===== src/rtl/lp_ser_pkg.sv =====
// lp_ser_pkg: shared types and default constants for the serializer frame loader
package lp_ser_pkg;
  typedef enum logic {TRAIN = 1'b0, RUN = 1'b1} loader_state_e;
  localparam logic [15:0] TRAIN_PATTERN_DEF = 16'hAAAA;
  localparam logic [15:0] IDLE_PATTERN_DEF = 16'h00FF;
  localparam int IDLE_CNT_W = 8;
endpackage


===== src/rtl/ser_fifo.sv =====
// ser_fifo: synchronous FIFO, extra pointer MSB separates full from empty on wrap
module ser_fifo #(
  parameter int WIDTH = 16,
  parameter int DEPTH = 4
) (
  input  logic             clk_i,
  input  logic             rst_i,
  input  logic             push_i,
  input  logic             pop_i,
  input  logic [WIDTH-1:0] data_i,
  output logic [WIDTH-1:0] data_o,
  output logic             full_o,
  output logic             empty_o
);
  localparam int AW = $clog2(DEPTH);
  logic [AW:0] wr_q, wr_d, rd_q, rd_d;
  logic [WIDTH-1:0] mem_q [DEPTH];
  logic push, pop;
  always_comb begin
    full_o = (wr_q ^ rd_q) == {1'b1, {AW{1'b0}}};
    empty_o = wr_q == rd_q;
    push = push_i && !full_o;
    pop = pop_i && !empty_o;
    wr_d = wr_q + {{AW{1'b0}}, push};
    rd_d = rd_q + {{AW{1'b0}}, pop};
    data_o = mem_q[rd_q[AW-1:0]];
  end
  always_ff @(posedge clk_i or posedge rst_i) begin
    if (rst_i) begin
      wr_q <= '0;
      rd_q <= '0;
    end else begin
      wr_q <= wr_d;
      rd_q <= rd_d;
    end
  end
  always_ff @(posedge clk_i) begin
    if (push) mem_q[wr_q[AW-1:0]] <= data_i;
  end
endmodule


===== src/rtl/ser_frame_loader.sv =====
// ser_frame_loader: buffers upstream words and feeds the serializer tree with
// training, payload or idle words on each enabled word-clock cycle
module ser_frame_loader
  import lp_ser_pkg::*;
#(
  parameter int               WIDTH         = 16,
  parameter int               DEPTH         = 4,
  parameter int               TRAIN_CYCLES  = 64,
  parameter logic [WIDTH-1:0] TRAIN_PATTERN = WIDTH'(TRAIN_PATTERN_DEF),
  parameter logic [WIDTH-1:0] IDLE_PATTERN  = WIDTH'(IDLE_PATTERN_DEF)
) (
  input  logic                  clk_i,
  input  logic                  rst_i,
  input  logic                  ser_en_i,
  input  logic                  retrain_i,
  input  logic [WIDTH-1:0]      data_i,
  input  logic                  valid_i,
  output logic                  ready_o,
  output logic [WIDTH-1:0]      data_o,
  output logic                  data_valid_o,
  output logic                  train_o,
  output logic [IDLE_CNT_W-1:0] idle_cnt_o
);
  localparam int CW = TRAIN_CYCLES > 1 ? $clog2(TRAIN_CYCLES) : 1;
  loader_state_e state_q, state_d;
  logic [CW-1:0] cnt_q, cnt_d;
  logic [WIDTH-1:0] data_q, data_d, head;
  logic dv_q, dv_d, full, empty, run_en, pop, train_step, train_done;
  logic [IDLE_CNT_W-1:0] idle_q, idle_d;
  ser_fifo #(.WIDTH(WIDTH), .DEPTH(DEPTH)) u_fifo (
    .clk_i   (clk_i),
    .rst_i   (rst_i),
    .push_i  (valid_i),
    .pop_i   (pop),
    .data_i  (data_i),
    .data_o  (head),
    .full_o  (full),
    .empty_o (empty)
  );
  // retrain wins over any pop on the same edge, so the head word stays queued
  always_comb begin
    run_en = state_q == RUN && ser_en_i && !retrain_i;
    pop = run_en && !empty;
    train_step = state_q == TRAIN && ser_en_i;
    train_done = train_step && cnt_q == CW'(TRAIN_CYCLES - 1);
    state_d = retrain_i ? TRAIN : train_done ? RUN : state_q;
    cnt_d = (retrain_i || train_done) ? '0 : train_step ? cnt_q + CW'(1) : cnt_q;
    data_d = retrain_i ? TRAIN_PATTERN : run_en ? (empty ? IDLE_PATTERN : head) : data_q;
    dv_d = retrain_i ? 1'b0 : run_en ? !empty : dv_q;
    idle_d = (run_en && empty && idle_q != '1) ? idle_q + IDLE_CNT_W'(1) : idle_q;
  end
  always_ff @(posedge clk_i or posedge rst_i) begin
    if (rst_i) begin
      state_q <= TRAIN;
      cnt_q <= '0;
      data_q <= TRAIN_PATTERN;
      dv_q <= 1'b0;
      idle_q <= '0;
    end else begin
      state_q <= state_d;
      cnt_q <= cnt_d;
      data_q <= data_d;
      dv_q <= dv_d;
      idle_q <= idle_d;
    end
  end
  assign ready_o = !full;
  assign data_o = data_q;
  assign data_valid_o = dv_q;
  assign train_o = state_q == TRAIN;
  assign idle_cnt_o = idle_q;
endmodule


===== config.mk =====
export PLATFORM = sky130hd
export DESIGN_NAME = ser_frame_loader
export DESIGN_NICKNAME = d
export VERILOG_FILES = /design/src/rtl/lp_ser_pkg.sv /design/src/rtl/ser_fifo.sv /design/src/rtl/ser_frame_loader.sv
export SDC_FILE = /design/constraint.sdc
export NUM_CORES = 1
export LEC_CHECK = 0
export ABC_AREA = 0
export BUFFER_PORTS_ARGS = -buffer_cell sky130_fd_sc_hd__buf_2
export CAP_MARGIN = 30
export CORE_ASPECT_RATIO = 1.2
export CORE_MARGIN = 1
export CORE_UTILIZATION = 45
export DETAILED_ROUTE_END_ITERATION = 7
export PLACE_DENSITY = 0.67
export SLEW_MARGIN = 20
export SYNTH_ARGS = -nofsm -noshare
export SYNTH_HDL_FRONTEND = slang
export SYNTH_HIERARCHICAL = 1
export SYNTH_SLANG_ARGS = --single-unit

===== constraint.sdc =====
create_clock -name clk_i -period 3.2 [get_ports clk_i]
set_clock_uncertainty 0.2 [all_clocks]
set_input_delay 0 -clock clk_i [delete_from_list [all_inputs] [get_ports clk_i]]
set_output_delay 0 -clock clk_i [all_outputs]
set_load 0.005 [all_outputs]

==> Word level (Yosys, flattened, before mapping) <==
Memories as Yosys holds them, arrays and structs flattened.
Cells that the tools add are included.
{ "totals": {"register_bits": 38, "mem_bits_ro": 0, "mem_bits_rw": 64, "output_inout_bits": 27, "mem_count": 1, "word_cells": 45, "input_bits": 21, "latch_bits": 0} }
{ "mem_list": {"columns": ["memory", "words", "word_bits", "rd", "rd_clocked_by_memory_dff", "write_ports", "line", "source"], "rows": [
  ["u_fifo.mem_q", 4, 16, 1, 0, 1, "ser_fifo.sv:17", "logic [WIDTH-1:0] mem_q [DEPTH];"]
]} }
{ "op_classes": {"eq_ne": 4, "n_lt_le_gt_ge": 0, "n_mux": 11, "bitwise_logic": 2, "addsub": 4, "div_mod_pow": 0, "shifts": 0, "mul": 0, "reduce_logical": 16} }
{ "op_table": {"columns": ["operator", "count"], "rows": [
  ["$mux 16", 3],
  ["$mux 6", 2],
  ["$logic_and 1x1->1", 9],
  ["$add 8x1->8 const B", 1],
  ["$ne 8x8->1 const B", 1],
  ["$add 3x1->3", 2],
  ["$add 6x1->6 const B", 1],
  ["$eq 6x6->1 const B", 1],
  ["$mux 1", 6],
  ["$reduce_bool 2->1", 3],
  ["$eq 3x3->1", 1],
  ["$eq 3x3->1 const B", 1],
  ["$logic_not 1->1", 3],
  ["$xor 3x3->3", 1],
  ["$logic_or 1x1->1", 1],
  ["$not 1->1", 1]
]} }

==> Depth between registers and ports, before layout <==
Gate-level depths: netlist (run 1).
{ "logic_depth": {"ltp_word": 6, "ltp_mapped": 10, "mapped_depth_nobuf": 7} }

==> Modules after synthesis <==
Netlist (run 1), hierarchy kept.
{ "modules_own_cells": {"columns": ["mod", "area_each_um2", "cells_each", "n_inst"], "rows": [
  ["ser_fifo", 2715.1, 116, 1],
  ["ser_frame_loader", 1520.2, 149, 1]
]} }

==> Worst setup path before layout (run 1) <==
Ideal clock, no wire load.
{ "synth_path": {"path_type": "register -> register", "start": "reg u_fifo.rd_q[0]", "end": "mem u_fifo.mem_q[2][0] (enable)", "path_buffers": 2, "setup_time_ns": 0.419, "setup_slack_ns": 0.401, "arrival_ns": 2.180, "path_stages_with_launch": 5, "synth_period_minus_slack_ns": 2.799, "path_cell_list": "dfrtp_1 buf_6 buf_12 xnor2_2 a311oi_1"} }
{ "synth_via": {"elab_chain_len": 6} }
{ "synth_rtl": {"columns": ["item", "line", "source"], "rows": [
  ["start, declared", "ser_fifo.sv:16", "logic [AW:0] wr_q, wr_d, rd_q, rd_d;"],
  ["start signal, assigned", "ser_fifo.sv:34", "rd_q <= rd_d;"],
  ["$xor 3x3->3", "ser_fifo.sv:20", "full_o = (wr_q ^ rd_q) == {1'b1, {AW{1'b0}}};"],
  ["$eq 3x3->1", "ser_fifo.sv:20", null],
  ["$logic_not 1->1", "ser_fifo.sv:22", "push = push_i && !full_o;"],
  ["$logic_and 1x1->1", "ser_fifo.sv:22", null],
  ["$mux 1", "ser_fifo.sv:38", "if (push) mem_q[wr_q[AW-1:0]] <= data_i;"],
  ["$mux 1 (implied by the code)", "ser_fifo.sv:38", null],
  ["end, declared", "ser_fifo.sv:17", null]
]} }
Every way passes these cells.

==> Final worst setup path (run 1) <==
{ "layout_path": {"start": "reg u_fifo.wr_q[1]", "end": "reg idle_q[7] (netlist: idle_cnt_o[7])"} }
{ "layout_via": {"elab_chain_len": 3} }
{ "layout_rtl": {"columns": ["item", "line", "source"], "rows": [
  ["start, declared", "ser_fifo.sv:16", null],
  ["start signal, assigned", "ser_fifo.sv:33", "wr_q <= wr_d;"],
  ["$eq 3x3->1", "ser_fifo.sv:21", "empty_o = wr_q == rd_q;"],
  ["named net empty", "ser_frame_loader.sv:28", "logic dv_q, dv_d, full, empty, run_en, pop, train_step, train_done;"],
  ["$logic_and 1x1->1 (2 in a row)", "ser_frame_loader.sv:50", "idle_d = (run_en && empty && idle_q != '1) ? idle_q + IDLE_CNT_W'(1) : idle_q;"],
  ["end signal, assigned", "ser_frame_loader.sv:64", "idle_q <= idle_d;"],
  ["end, declared", "ser_frame_loader.sv:29", "logic [IDLE_CNT_W-1:0] idle_q, idle_d;"]
]} }
The timed path passes the listed nets, and every way through them passes these cells.
A chain may end at the register's enable or synchronous reset.

==> results.sh, run 1 <==
export IMPL_status="complete, no violations"
export IMPL_rows=38
export IMPL_critical_path_endpoint_type="register"
export IMPL_drt_antenna_violating_nets=0
export IMPL_number_of_fill_cells=749
export IMPL_fp_dieArea_um2=9810
export IMPL_dr_total_vias=2425
export IMPL_global_route_overflow_total=0
export IMPL_ctsHtreeMaxLevel=3
export IMPL_wire_length_of_the_first_global_routing_pass_mm=12.1
export IMPL_final_report_max_slew_violation_count=0
export IMPL_hold_viol_final=0
export IMPL_worst_endpoint_arrival_ns=2.35
export IMPL_total_of_buffers_placed_on_input_and_output_ports=47
export IMPL_number_of_enable_flip_flop_cells_after_synthesis=64
export IMPL_whs_ns=0.0654
export IMPL_fin_area_um2=5010
export IMPL_cpMaxStageDelayCell="sky130_fd_sc_hd__dfrtp_1"
export IMPL_count_of_routing_violations_after_the_opening_detailed_route_iteration=110
export IMPL_globalRouteMet2Util=0.275
export IMPL_setup_violations_final=0
export IMPL_clkLatencyLatePin_ns=0.36
export IMPL_detail_route_wirelength_mm=7.32
export IMPL_cellLeakagePower_nw=1.94
export IMPL_coreArea_um2=9080
export IMPL_floorplan_die_height_um=108
export IMPL_regArea_um2=2880
export IMPL_critical_path_required_ns=3.26
export IMPL_holdCritPathClass="primary input to asynchronous set/reset pin"
export IMPL_rsz_0062_raised_after_global_routing="no"
export IMPL_post_dp_hpwl_mm=4.77
export IMPL_placement_cell_area_um2=4620
export IMPL_cts_tree="done"
export IMPL_final_common_cell="sky130_fd_sc_hd__edfxtp_1"
export IMPL_slew_headroom=0.665
export IMPL_fmax_ghz=0.435
export IMPL_drc=0
export IMPL_power_density_nw_per_um2=573
export IMPL_starting_density=0.466
export IMPL_diodes=0
export IMPL_cp_cell_sequence="xor2_1, nor3_2, and4b_4, nand3_1, nor3_1, mux2_2"
export IMPL_worst_slew_pin_transition_ns=0.502
export IMPL_clk_transition_reported_paths_ns=0.10
export IMPL_netlist_top_cell_by_area="sky130_fd_sc_hd__edfxtp_1"
export IMPL_grt_start_max_net_pins=33
export IMPL_top_level_ports=48
export IMPL_ctsRootBufferMaster="sky130_fd_sc_hd__clkbuf_8"
export IMPL_drt_first_pass_iters=4
export IMPL_globalRouteTotalUtil=0.164
export IMPL_synth_sequential_area_ratio=0.681
export IMPL_ys_seq_elements=102
export IMPL_setup_tns_final_ns=0
export IMPL_critical_path_n_buffers_inverters=0
export IMPL_clockBufferDepth=2
export IMPL_layout_cell_share_with_drive_strength_beyond_1=0.284
export IMPL_met1_demand_to_capacity_share_in_global_routing=0.210
export IMPL_met3_usage=0.0288
export IMPL_yosys_top_cells_area="sky130_fd_sc_hd__edfxtp_1 (45%), sky130_fd_sc_hd__dfrtp_1 (18%), sky130_fd_sc_hd__dfstp_2 (5.0%), sky130_fd_sc_hd__mux4_2 (4.8%), sky130_fd_sc_hd__mux4_1 (4.3%)"
export IMPL_cell_family_with_the_largest_share_of_critical_path_delay="simple AND/OR/NAND/NOR gates"
export IMPL_mappedNetlistArea_um2=4240
export IMPL_layout_nets=367
export IMPL_synth_net_count=292
export IMPL_top_cell_type_s_share_of_synthesized_area=0.454
export IMPL_min_period_over_period=0.718
export IMPL_viasPerCell=5.22
export IMPL_grt_busiest_layer="met2"
export IMPL_cp_start_kind="register"
export IMPL_yosys_warnings=6
export IMPL_synth_lib_cells_used_distinct=47
export IMPL_final_min_clock_period_ns=2.30
export IMPL_synth_top_flop_cell="sky130_fd_sc_hd__edfxtp_1"
export IMPL_avgRoutedWirePerCell_um=15.7
export IMPL_max_vdd_ir_drop_uv=301
export IMPL_cts_sink_count=102
export IMPL_most_used_cells_in_the_layout_excluding_fill_and_tap_cells="sky130_fd_sc_hd__edfxtp_1 (64), sky130_fd_sc_hd__buf_2 (47), sky130_fd_sc_hd__dfrtp_1 (30)"
export IMPL_syn_inst=265
export IMPL_worst_path_max_fanout=7
export IMPL_cap_viol_max_count=0
export IMPL_first_global_vias=2447
export IMPL_worstSetupPathType="register to register"
export IMPL_antenna_violations_before_repair=0
export IMPL_place_congestion=0.767
export IMPL_multi_input_area_um2=1260
export IMPL_cts_bufs_inserted=9
export IMPL_synth_avg_cell_area_um2=16.0
export IMPL_layout_area_overhead_vs_synth_pct=18.4
export IMPL_post_cts_resized=0
export IMPL_die_w_um=90.6
export IMPL_async_reset_ff_frac=0.373
export IMPL_critPathMaxStageDelay_ns=0.48
-- final timing paths --
kind,to,cells after the start,startpoint,slack (ns)
setup / recovery,idle_cnt_o[7],6,u_fifo/wr_q[1],0.90
hold / removal,cnt_q[2],4,rst_i,0.07
setup reg to reg,idle_cnt_o[7],6,u_fifo/wr_q[1],0.90
hold reg to reg,cnt_q[5],1,cnt_q[5],0.30
max in group asynchronous,u_fifo/rd_q[0],4,rst_i,2.16
min in group clk_i,u_fifo/mem_q[3][6],2,data_i[6],0.18
-- metrics by stage --
stage	setup slack, ns	utilization	power (W)	instances
after floorplan	0.401	-	0.00197	265
after global placement	0.946	0.508	0.00211	428
after detailed placement	0.895	0.508	0.00213	428
after CTS	0.884	0.552	0.00291	465
after global routing	0.744	0.552	0.00301	465
final	0.903	0.552	0.00287	465
-- cells in the mapped netlist, types with 3 or more instances --
| library cell | n |
|---|---|
| sky130_fd_sc_hd__mux4_2 | 9 |
| sky130_fd_sc_hd__ha_1 | 6 |
| sky130_fd_sc_hd__nand2b_1 | 4 |
| sky130_fd_sc_hd__a211o_1 | 4 |
| sky130_fd_sc_hd__nand3_1 | 9 |
| sky130_fd_sc_hd__dfrtp_1 | 30 |
| sky130_fd_sc_hd__nand3b_1 | 5 |
| sky130_fd_sc_hd__nor2_1 | 15 |
| sky130_fd_sc_hd__clkbuf_1 | 5 |
| sky130_fd_sc_hd__a31oi_1 | 3 |
| sky130_fd_sc_hd__nor3b_1 | 4 |
| sky130_fd_sc_hd__inv_1 | 5 |
| sky130_fd_sc_hd__mux4_1 | 7 |
| sky130_fd_sc_hd__xor2_1 | 6 |
| sky130_fd_sc_hd__buf_2 | 4 |
| sky130_fd_sc_hd__dfstp_2 | 8 |
| sky130_fd_sc_hd__edfxtp_1 | 64 |
| sky130_fd_sc_hd__nand2_1 | 10 |
| sky130_fd_sc_hd__xnor2_1 | 6 |
| sky130_fd_sc_hd__o21bai_1 | 4 |
| sky130_fd_sc_hd__nor3_1 | 17 |
| sky130_fd_sc_hd__a21oi_1 | 9 |
-- worst reg2reg max path: cells and delay by family, from the launching register on --
family                    cells  cell delay, ns
and+or+nand+nor               4            0.94
xor gates and xnor gates      1            0.23
DFF                           1            0.48
muxes                         1            0.35
-- registers in the layout, indices dropped and copies added, names as in the netlist --
| signal | count |
|---|---|
| u_fifo/mem_q | 64 |
| data_o | 16 |
| idle_cnt_o | 8 |
| cnt_q | 6 |
| u_fifo/rd_q | 3 |
| u_fifo/wr_q | 3 |
| data_valid_o | 1 |
| state_q | 1 |
-- kinds of logic after synthesis --
| group | after synthesis | share of synthesized area |
|---|---|---|
| DFF | 102 | 0.681 |
| and+or+nand+nor | 77 | 0.0996 |
| AOI/OAI and AO/OA | 29 | 0.0470 |
| muxes | 20 | 0.103 |
| buffers and inverters | 18 | 0.0239 |
| xor gates and xnor gates | 13 | 0.0287 |
| adders and majority gates | 6 | 0.0177 |
-- final cells by class --
type,count,area share
repair buffers,77,0.102
clock inverters,7,0.0127
flip-flops and latches,102,0.575
well taps,120,0.0299
multi-input cells,145,0.252
inverters,5,0.00374
clock buffers,9,0.0247
-- report_power, final --
| group | internal (W) | total [W] | switching, W |
|---|---|---|---|
| registers | 0.00160 | 0.00167 | 0.0000685 |
| logic | 0.000174 | 0.000434 | 0.000260 |
| clock network | 0.000301 | 0.000765 | 0.000464 |
-- routing by layer --
metal | share of wire | vias up | wire length (um)
li1 | - | 1162 | -
met5 | 0 | - | 0
met2 | 0.50 | 48 | 3680
met3 | 0.031 | 11 | 225
met1 | 0.45 | 1204 | 3280
met4 | 0.017 | 0 | 123
-- timing repair --
item	in CTS	in global routing
setup buffers	0	0
hold buffers	21	0
endpoints found under the hold margin	128	0
No activity file was read; power rests on OpenSTA's default activity.
==> run 2: changes to the inputs <==
--- a/config.mk
+++ b/config.mk
@@ -5,14 +5,14 @@
 export SDC_FILE = /design/constraint.sdc
 export NUM_CORES = 1
 export LEC_CHECK = 0
-export ABC_AREA = 0
+export ABC_AREA = 1
 export BUFFER_PORTS_ARGS = -buffer_cell sky130_fd_sc_hd__buf_2
 export CAP_MARGIN = 30
 export CORE_ASPECT_RATIO = 1.2
 export CORE_MARGIN = 1
 export CORE_UTILIZATION = 45
 export DETAILED_ROUTE_END_ITERATION = 7
-export PLACE_DENSITY = 0.67
+export PLACE_DENSITY = 0.7
 export SLEW_MARGIN = 20
 export SYNTH_ARGS = -nofsm -noshare
 export SYNTH_HDL_FRONTEND = slang
==> constraint.sdc (replaced) <==
create_clock -name clk_i -period 2.1 [get_ports clk_i]
set_clock_uncertainty 0.2 [all_clocks]
set_input_delay 0 -clock clk_i [delete_from_list [all_inputs] [get_ports clk_i]]
set_output_delay 0 -clock clk_i [all_outputs]
set_load 0.005 [all_outputs]
==> run 2 against run 1 <==
Flip-flop and latch count unchanged. Via count up 17%. Combinational power up 81%. First-iteration DRC count up 43%.
==> results.sh, run 2 <==
export IMPL_status="complete, no violations"
export IMPL_top_level_ports=48
export IMPL_ctsRootBufferMaster="sky130_fd_sc_hd__clkbuf_8"
export IMPL_cp_start_kind="register"
export IMPL_holdCritPathClass="primary input to register"
export IMPL_setup_slack_reg_to_reg_ns=0.11
export IMPL_fmax_ghz=0.503
export IMPL_clockBufferDepth=2
export IMPL_syn_inst=355
export IMPL_cp_cell_sequence="inv_4, nand2_1, nand2_2, nand2_2, nor2_4, inv_2, nand2_2, inv_2, o21ai_1, inv_1, ha_1, ha_1, xor2_1"
export IMPL_drc=0
export IMPL_worstSetupPathType="register to register"
export IMPL_cts_sink_count=102
export IMPL_avgRoutedWirePerCell_um=14.3
export IMPL_dpl_cell_count=525
export IMPL_floorplan_die_height_um=108
export IMPL_place_congestion=0.818
export IMPL_layout_area_overhead_vs_synth_pct=22.2
export IMPL_critical_path_n_buffers_inverters=4
export IMPL_netlist_top_cell_by_area="sky130_fd_sc_hd__edfxtp_1"
export IMPL_cap_viol_max_count=0
export IMPL_starting_density=0.465
export IMPL_synth_top_flop_cell="sky130_fd_sc_hd__edfxtp_1"
export IMPL_coreArea_um2=9030
export IMPL_synth_net_count=382
export IMPL_fp_dieArea_um2=9720
export IMPL_most_used_cells_in_the_layout_excluding_fill_and_tap_cells="sky130_fd_sc_hd__edfxtp_1 (64), sky130_fd_sc_hd__nand2_1 (60), sky130_fd_sc_hd__buf_2 (47)"
export IMPL_top_cell_type_s_share_of_synthesized_area=0.458
export IMPL_antenna_violations_before_repair=0
export IMPL_cpMaxStageDelayCell="sky130_fd_sc_hd__dfrtp_1"
export IMPL_diodes=0
export IMPL_min_period_over_period=0.948
export IMPL_async_reset_ff_frac=0.373
export IMPL_post_synth_top_count_cell="sky130_fd_sc_hd__edfxtp_1"
export IMPL_drt_first_pass_iters=4
export IMPL_final_min_clock_period_ns=1.99
export IMPL_ctsHtreeMaxLevel=3
export IMPL_synth_avg_cell_area_um2=11.8
export IMPL_drt_antenna_violating_nets=0
export IMPL_hold_viol_final=0
export IMPL_mappedNetlistArea_um2=4200
export IMPL_viasPerCell=5.01
export IMPL_worst_endpoint_arrival_ns=2.06
export IMPL_clk_transition_reported_paths_ns=0.09
export IMPL_cell_family_with_the_largest_share_of_critical_path_delay="flip-flops"
export IMPL_yosys_top_cells_count="sky130_fd_sc_hd__edfxtp_1 (64), sky130_fd_sc_hd__nand2_1 (63), sky130_fd_sc_hd__nor2_1 (46)"
export IMPL_rsz_0062_raised_after_global_routing="no"
export IMPL_critPathMaxStageDelay_ns=0.44
export IMPL_largest_register_ff_count=64
export IMPL_cts_bufs_inserted=9
export IMPL_max_vdd_ir_drop_uv=371
export IMPL_layout_nets=467
export IMPL_critical_path_endpoint_type="register"
export IMPL_worst_slew_pin_transition_ns=0.367
export IMPL_yosys_top_cells_area="sky130_fd_sc_hd__edfxtp_1 (46%), sky130_fd_sc_hd__dfrtp_1 (18%), sky130_fd_sc_hd__nand2_1 (5.6%), sky130_fd_sc_hd__dfstp_2 (5.0%), sky130_fd_sc_hd__o21ai_0 (4.6%)"
export IMPL_layout_cell_share_with_drive_strength_beyond_1=0.249
export IMPL_clkLatencyLatePin_ns=0.37
export IMPL_first_global_vias=2754
export IMPL_globalRouteTotalUtil=0.181
export IMPL_die_w_um=90.2
export IMPL_total_of_buffers_placed_on_input_and_output_ports=47
export IMPL_critPathMostFrequentCell="sky130_fd_sc_hd__nand2_2"
export IMPL_grt_start_max_net_pins=33
export IMPL_worst_path_max_fanout=5
export IMPL_layout_cells_non_filler=565
export IMPL_synth_lib_cells_used_distinct=32
export IMPL_count_of_routing_violations_after_the_opening_detailed_route_iteration=157
export IMPL_slew_headroom=0.755
export IMPL_wire_length_of_the_first_global_routing_pass_mm=13.2
export IMPL_yosys_warnings=6
export IMPL_dr_total_vias=2828
export IMPL_setup_tns_final_ns=0
export IMPL_detail_route_wirelength_mm=8.06
export IMPL_rows=38
export IMPL_final_common_cell="sky130_fd_sc_hd__edfxtp_1"
export IMPL_ys_seq_elements=102
export IMPL_power_density_nw_per_um2=904
export IMPL_cts_tree="done"
export IMPL_critical_path_required_ns=2.17
export IMPL_final_report_max_slew_violation_count=0
export IMPL_global_route_overflow_total=0
export IMPL_number_of_enable_flip_flop_cells_after_synthesis=64
export IMPL_setup_violations_final=0
export IMPL_post_dp_hpwl_mm=5.32
export IMPL_cellLeakagePower_nw=2.14
export IMPL_synth_sequential_area_ratio=0.687
-- run 2: per-stage QoR --
stage               instance area (um^2)  utilization  hold WS (ns)  power (W)  setup WS (ns)
detailed placement                  4680        0.518        -0.306    0.00330         0.0685
floorplan                           4210            -        -0.409    0.00298        0.00903
CTS                                 5110        0.565         0.137    0.00464         0.0579
finish                              5130        0.568         0.148    0.00464          0.110
global route                        5130        0.568         0.172    0.00485        0.00313
global placement                    4680        0.518        -0.308    0.00327          0.141
-- run 2: final cells by class --
| cell class | count | area [um^2] |
|---|---|---|
| clock buffers | 10 | 128 |
| fillers | 778 | 3910 |
| well taps | 120 | 150 |
| clock inverters | 6 | 86.3 |
| repair buffers | 84 | 616 |
| flip-flops and latches | 102 | 2880 |
| inverters | 23 | 88.8 |
| multi-input cells | 220 | 1180 |
-- run 2: timing repair --
action                                 in CTS  in global routing
hold buffers                               21                  0
setup buffers                               0                  3
endpoints found under the hold margin     128                  0
resized for setup                           0                  2
setup endpoints to repair                   0                  1
-- run 2: cells by family after synthesis --
group                    share of synthesized area
AND/OR/NAND/NOR                              0.138
AO/OA/AOI/OAI                                0.100
XOR/XNOR                                    0.0209
adder cells (fa/ha/maj)                     0.0179
buffers and inverters                       0.0364
flip-flops                                   0.687
-- run 2: worst register-to-register path, cell delays in order (launching register included) --
cell,delay (ns)
sky130_fd_sc_hd__dfrtp_1,0.44
sky130_fd_sc_hd__inv_4,0.07
sky130_fd_sc_hd__nand2_1,0.05
sky130_fd_sc_hd__nand2_2,0.09
sky130_fd_sc_hd__nand2_2,0.08
sky130_fd_sc_hd__nor2_4,0.12
sky130_fd_sc_hd__inv_2,0.07
sky130_fd_sc_hd__nand2_2,0.08
sky130_fd_sc_hd__inv_2,0.06
sky130_fd_sc_hd__o21ai_1,0.07
sky130_fd_sc_hd__inv_1,0.05
sky130_fd_sc_hd__ha_1,0.18
sky130_fd_sc_hd__ha_1,0.19
sky130_fd_sc_hd__xor2_1,0.14
-- run 2: power breakdown --
part	switching (W)	internal (W)
clock network	0.000661	0.000667
logic	0.000488	0.000298
registers	0.0000773	0.00245
-- run 2: path summary, 6_finish.rpt --
| kind | from | cells after the start | to |
|---|---|---|---|
| max | u_fifo/rd_q[0] | 13 | u_fifo/rd_q[2] |
| min | retrain_i | 3 | state_q |
| max reg2reg | u_fifo/rd_q[0] | 13 | u_fifo/rd_q[2] |
| min reg2reg | data_o[6] | 2 | data_o[6] |
| max in group asynchronous | rst_i | 5 | data_o[7] |
| min in group asynchronous | rst_i | 4 | data_o[12] |
-- run 2: routing by layer --
layer  GRT usage  wire, um
met5           0         0
met4      0.0979       186
met3      0.0353       289
met2       0.308      4090
met1       0.217      3490
